`src/rtl/matvec_pkg.sv`:
```
`default_nettype none
// ============================================================================
// Module      : matvec_pkg
// Description : Shared types and width rule for the matrix-vector multipliers.
//               mv_state_e    - column-serial controller states
//               matvec_wy()   - result width: wx + wk + clog2(c), shared with
//                               the parallel matvec so the two output widths
//                               are interchangeable.
// Revision    : 1.0 - initial release
// ============================================================================
package matvec_pkg;

  typedef enum logic [1:0] {
    ACC   = 2'd0,
    FLUSH = 2'd1,
    OUT   = 2'd2
  } mv_state_e;

  // Enough headroom for c worst-case products (-2^(wx-1) * -2^(wk-1)).
  function automatic int matvec_wy(input int wx, input int wk, input int c);
    return wx + wk + $clog2(c);
  endfunction

endpackage
`default_nettype wire

```
`src/rtl/matvec_mac_lane.sv`:
```
`default_nettype none
// ============================================================================
// Module      : matvec_mac_lane
// Description : One signed multiply-accumulate lane (one row of K).
//               Stage 1 registers the product k*x on an input transfer,
//               stage 2 folds the registered product into the accumulator.
// Ports       : clk      - clock, rising edge
//               rstn     - asynchronous active-low reset
//               en_i     - input transfer: capture k_i*x_i
//               first_i  - registered product belongs to column 0
//               pv_i     - registered product is valid this cycle
//               x_i      - x[c], signed W_X
//               k_i      - K[r][c], signed W_K
//               y_o      - accumulator, signed W_Y
// Revision    : 1.0 - initial release
// ============================================================================
module matvec_mac_lane
  import matvec_pkg::*;
#(
  parameter int W_X = 8,
  parameter int W_K = 8,
  parameter int W_Y = 19
) (
  input  logic                  clk,
  input  logic                  rstn,
  input  logic                  en_i,
  input  logic                  first_i,
  input  logic                  pv_i,
  input  logic signed [W_X-1:0] x_i,
  input  logic signed [W_K-1:0] k_i,
  output logic signed [W_Y-1:0] y_o
);

  localparam int W_M = W_X + W_K;

  logic signed [W_M-1:0] p_q, p_d;
  logic signed [W_Y-1:0] acc_q, acc_d;

  always_comb begin
    p_d   = p_q;
    acc_d = acc_q;
    if (en_i) begin
      p_d = W_M'(x_i) * W_M'(k_i);
    end
    // Column 0 restarts the sum so no state carries between vectors.
    if (pv_i) begin
      acc_d = first_i ? W_Y'(p_q) : acc_q + W_Y'(p_q);
    end
  end

  always_ff @(posedge clk or negedge rstn) begin
    if (!rstn) begin
      p_q   <= '0;
      acc_q <= '0;
    end else begin
      p_q   <= p_d;
      acc_q <= acc_d;
    end
  end

  assign y_o = acc_q;

endmodule
`default_nettype wire

```
`src/rtl/matvec_col_stream.sv`:
```
`default_nettype none
// ============================================================================
// Module      : matvec_col_stream
// Description : Streaming column-serial matrix-vector multiplier y = K*x.
//               Each input beat carries x[c] and column K[:,c]; R MAC lanes
//               accumulate over C beats, then y is offered on the output
//               stream. Holds only the FSM, column counter and handshake.
// Ports       : clk      - clock, rising edge
//               rstn     - asynchronous active-low reset
//               s_valid  - input beat valid
//               s_ready  - input beat ready (state == ACC)
//               s_x      - x[c], signed W_X
//               s_k      - column K[0..R-1][c], signed W_K each
//               m_valid  - result valid (state == OUT)
//               m_ready  - result ready
//               m_y      - y[0..R-1], signed W_Y each
// Revision    : 1.0 - initial release
// ============================================================================
module matvec_col_stream
  import matvec_pkg::*;
#(
  parameter  int R     = 8,
  parameter  int C     = 8,
  parameter  int W_X   = 8,
  parameter  int W_K   = 8,
  localparam int DEPTH = $clog2(C),
  localparam int W_Y   = matvec_wy(W_X, W_K, C)
) (
  input  logic                      clk,
  input  logic                      rstn,
  input  logic                      s_valid,
  output logic                      s_ready,
  input  logic [W_X-1:0]            s_x,
  input  logic [R-1:0][W_K-1:0]     s_k,
  output logic                      m_valid,
  input  logic                      m_ready,
  output logic [R-1:0][W_Y-1:0]     m_y
);

  // C == 1 still needs a 1-bit counter; it simply never leaves 0.
  localparam int              W_COL    = (DEPTH > 0) ? DEPTH : 1;
  localparam logic [W_COL-1:0] COL_LAST = W_COL'(C - 1);

  mv_state_e        state_q, state_d;
  logic [W_COL-1:0] col_q, col_d;
  logic             first_q, first_d;
  logic             pv_q, pv_d;
  logic             in_xfer;
  logic             out_xfer;
  logic             col_last;

  assign s_ready  = (state_q == ACC);
  assign m_valid  = (state_q == OUT);
  assign in_xfer  = s_valid & s_ready;
  assign out_xfer = m_valid & m_ready;
  assign col_last = (col_q == COL_LAST);

  always_comb begin
    state_d = state_q;
    case (state_q)
      ACC:     if (in_xfer && col_last) state_d = FLUSH;
      // One cycle lets the last product drain into the accumulators.
      FLUSH:   state_d = OUT;
      OUT:     if (out_xfer) state_d = ACC;
      default: state_d = ACC;
    endcase
  end

  always_comb begin
    col_d   = col_q;
    first_d = first_q;
    pv_d    = in_xfer;
    if (in_xfer) begin
      col_d   = col_last ? '0 : col_q + W_COL'(1);
      first_d = (col_q == '0);
    end
  end

  always_ff @(posedge clk or negedge rstn) begin
    if (!rstn) begin
      state_q <= ACC;
      col_q   <= '0;
      first_q <= 1'b0;
      pv_q    <= 1'b0;
    end else begin
      state_q <= state_d;
      col_q   <= col_d;
      first_q <= first_d;
      pv_q    <= pv_d;
    end
  end

  for (genvar r = 0; r < R; r++) begin : g_lane
    matvec_mac_lane #(
      .W_X (W_X),
      .W_K (W_K),
      .W_Y (W_Y)
    ) u_lane (
      .clk     (clk),
      .rstn    (rstn),
      .en_i    (in_xfer),
      .first_i (first_q),
      .pv_i    (pv_q),
      .x_i     (s_x),
      .k_i     (s_k[r]),
      .y_o     (m_y[r])
    );
  end

endmodule
`default_nettype wire
```
`config.mk`:
```
export PLATFORM = sky130hd
export DESIGN_NAME = matvec_col_stream
export DESIGN_NICKNAME = d
export VERILOG_FILES = /design/src/rtl/matvec_pkg.sv /design/src/rtl/matvec_mac_lane.sv /design/src/rtl/matvec_col_stream.sv
export SDC_FILE = /design/constraint.sdc
export NUM_CORES = 2
export LEC_CHECK = 0
export BUFFER_PORTS_ARGS = -buffer_cell sky130_fd_sc_hd__buf_2
export CAP_MARGIN = 20
export CORE_MARGIN = 1.5
export CORE_UTILIZATION = 35
export DETAILED_ROUTE_END_ITERATION = 12
export SLEW_MARGIN = 20
export SYNTH_ARGS = -nofsm -noshare
export SYNTH_HDL_FRONTEND = slang
export SYNTH_HIERARCHICAL = 1
export SYNTH_SLANG_ARGS = --single-unit
```
`constraint.sdc`:
```
create_clock -name clk -period 3.45 [get_ports clk]
set_input_delay 1.035 -clock clk [delete_from_list [all_inputs] [get_ports clk]]
set_output_delay 1.035 -clock clk [all_outputs]
set_load 0.01 [all_outputs]
```
==> metrics.md <==
| Metric | Value |
|---|---|
| Leakage | 23.6 nW |
| Ports | 230 |
| H-tree levels | 2 |
| Largest area contributor in the netlist | fa_1 |
| Ys flop type | dfrtp_1 |
| Vias/cell | 4.95 |
| Worst vdd ir | 845 uV |
| Reg area | 0.00719 mm^2 |
| Yosys reg bits | 287 |
| Die Area | 0.114 mm^2 |
| DRT Pass-1 Iters | 5 |
| P per Cell Area | 1000 mW/mm^2 |
| Die width | 338 um |
| Largest net degree at the start of global routing | 114 |
| # fillers | 10,700 |
| FMAX | 209 MHz |
| Worst Path Arrival | 5.26 ns |
| Worst-path maximum fanout | 7 |
| DRT Wirelength | 104,000 um |
| Hold_buf cts | 0 |
| Syn Inst Count | 4,370 |
| Rel. slew slack | 49.5% |
| Final worst slack | -1.33 ns |
| Violations in the final reports | setup timing |
| DPL Wire Length | 79,600 um |
| Max Cap Viol | 0 |
| Iter 0 DRT Violations | 1,178 |
| Initial Utilization | 35.4% |
| First-pass GRT wire length | 173,000 um |
| Synth top area cells | fa_1 (23%), dfrtp_1 (18%), ha_1 (12%), inv_1 (6.9%), and2_1 (4.7%) |
| Via count | 32,700 |
| Crit Path Class | in -> reg |
| Outcome | complete, but fails checks |
| Crit end category | flip-flop |
| DRC Markers | 0 |
| GRT Util Overall | 18.7% |
| Final Non-Filler Cells | 6,596 |
| Layout Nets | 5,973 |
| CTS clk-pin slew, worst paths | 0.06 ns |
| Synth Net Count | 5,273 |
| GRT overflow | 0 |
| Clock Tree Buf Depth | 3 |
| CTS sink cnt | 287 |
| CTS tree | done |
| Clock period minus worst slack | 4.78 ns |
| Final Max Tran Viols | 0 |
| Startpoint Class | primary input |
| Metal3 WL | 4780 um |
| Unique masters post-synth | 100 |
| Final Hold Fails | 0 |
| Initial antenna violation count | 20 |
| Area Overhead vs Synth | 28.0% |
| Syn Area/Cell | 8.98 um^2 |
| Hold crit path type | in -> async |
| Post-synth ARST share | 100% |
| Area taken by multi-input logic gates | 0.0309 mm^2 |
| Max Used Layer | met5 |
| EDFF count, synth | 0 |
| Layout cell share with drive strength beyond 1 | 27.2% |
| CP required | 3.93 ns |
| Met1 WL | 45,700 um |
| Yosys warnings | 6 |
| Fin util | 45.3% |
| Top cell type's share of synthesized area | 22.9% |
| Power, Total | 50.2 mW |
| Row count | 122 |
| ANT nets after route | 0 |
| CORE AREA | 0.111 mm^2 |
| Syn Std Cell Area | 0.0392 mm^2 |
| # placed instances | 6,436 |
| Wire per inst | 15.8 um |
| Clock Latency Late Sink | 0.60 ns |
| Sequential-to-total area share from yosys stat | 18.3% |
| Met2 WL | 50,900 um |
| Port Buf Inserts | 229 |
| Worst Skew | 0.0143 ns |
| RSZ-0062 raised after global routing | true |
| Gpl congestion | 0.863 |
| Total CTS buffers | 42 |
| Vias in the first global route | 33,700 |
| # setup viols final | 88 |
| Worst slew pin tran | 0.748 ns |
| Fin crit share | 139% |
| Die height | 338 um |
| Root Buffer | clkbuf_16 |
-- layer usage --
metal	track usage [%]	vias to the layer above
met1	23.8	16000
met5	0	-
li1	-	16000
met2	32.3	497
met4	5.17	30
met3	3.26	183
-- metrics by stage --
stage,hold WS (ns),instance area [um^2],TNS (ns),setup WS (ns)
2_1_floorplan,0.467,40200,-76.59,-1.54
3_3_place_gp,0.509,46500,-144.34,-2.07
3_5_place_dp,0.505,46500,-146.62,-2.11
4_1_cts,0.425,49500,-73.54,-1.30
5_1_grt,0.458,50200,-86.95,-1.44
6_report,0.434,50200,-78.43,-1.33
-- layout make-up --
type	instances	area share (%)
multi-input cells	3267	61.6
flip-flops and latches	287	14.3
repair buffers	746	12.1
inverters	726	5.43
well taps	1488	3.71
clock buffers	55	2.37
clock inverters	20	0.526
diodes	7	0.0349
-- timing repair --
action,4_1_cts,5_1_grt
endpoints found under the setup margin,88,89
gates cloned,12,1
resized for setup,216,142
buffers inserted,37,40
pin swaps,90,95
-- worst paths after layout --
path	start	endpoint	slack, ns	cells past startpoint
setup / recovery	s_x[6]	g_lane[4].u_lane/p_q[15]	-1.33	17
min in group clk	g_lane[4].u_lane/y_o[13]	g_lane[4].u_lane/y_o[13]	0.52	1
hold / removal	rstn	g_lane[7].u_lane/p_q[0]	0.43	1
hold reg to reg	g_lane[4].u_lane/y_o[13]	g_lane[4].u_lane/y_o[13]	0.52	1
max in group asynchronous	rstn	g_lane[0].u_lane/y_o[8]	2.18	3
setup reg to reg	g_lane[6].u_lane/y_o[0]	g_lane[6].u_lane/y_o[18]	0.65	9
-- critical path: stages --
cell and delay (ns):
buf_12 0.12, buf_12 0.15, buf_4 0.15, and2_1 0.18
ha_4 0.22, fa_1 0.48, inv_1 0.06, fa_1 0.50
fa_1 0.51, inv_2 0.04, ha_4 0.20, a21o_1 0.21
a2111oi_4 0.40, nor4_2 0.10, o31a_1 0.32, or3b_1 0.34
a31o_1 0.22
-- logic make-up after synthesis --
group	share of synthesized area, %
AOI/OAI and AO/OA	14.5
xor gates and xnor gates	4.35
adders and majority gates	35.0
buffers and inverters	7.89
DFF	18.3
muxes	3.45
and+or+nand+nor	16.5
-- cells in the mapped netlist, types with 8 or more instances --
cell type  count
inv_1        720
fa_1         448
ha_1         379
nand2_1      342
and2_1       292
dfrtp_1      287
a21oi_1      257
nor2_1       240
o21ai_0      160
xnor2_1      142
mux2_2        87
nand3_1       84
clkbuf_1      74
nor2b_1       69
a21o_1        67
nor3_1        64
xor2_1        53
nand2b_1      51
a31oi_1       48
o21a_1        46
a211oi_1      34
mux2i_1       33
o211ai_1      33
and3_1        19
nand4_1       19
o31ai_1       16
o21ai_1       15
o221ai_1      14
or3_1         14
o2111ai_1     13
a21boi_0      11
o41ai_1       11
or4_1         11
nor4_1        10
and2b_1        8
o21bai_1       8
-- layout by cell type, fill, tap and decap left out, types with 34 or more instances in the layout --
cell type / synthesis / layout
nor3_1: 64 / 57
mux2_2: 87 / 67
a21oi_1: 257 / 236
nand2_1: 342 / 322
fa_2: 0 / 37
nor2_1: 240 / 233
buf_12: 0 / 34
ha_4: 0 / 67
inv_1: 720 / 629
xor2_1: 53 / 51
dfrtp_1: 287 / 285
nor2b_1: 69 / 66
o21a_1: 46 / 46
fa_1: 448 / 411
o21ai_0: 160 / 131
inv_2: 2 / 93
nand3_1: 84 / 84
and2_1: 292 / 216
and2_4: 2 / 78
buf_4: 5 / 422
xnor2_1: 142 / 138
a21o_1: 67 / 66
a31oi_1: 48 / 48
ha_1: 379 / 296
buf_6: 1 / 42
buf_2: 3 / 220
clkbuf_16: 0 / 44
nand2b_1: 51 / 51
-- registers in the layout (all words and copies together), names as in the netlist --
| signal | flops |
|---|---|
| g_lane.u_lane/y_o | 152 |
| pv_q | 1 |
| g_lane.u_lane/p_q | 128 |
| first_q | 1 |
| state_q | 2 |
| col_q | 3 |
-- power breakdown --
| group | leakage (nW) | switching, mW | internal (mW) | total (mW) |
|---|---|---|---|---|
| registers | 3.36 | 1.80 | 5.24 | 7.04 |
| logic | 19.5 | 19.7 | 18.8 | 38.5 |
| clock network | 0.723 | 1.75 | 2.87 | 4.62 |
No activity file was read; power rests on OpenSTA's default activity.
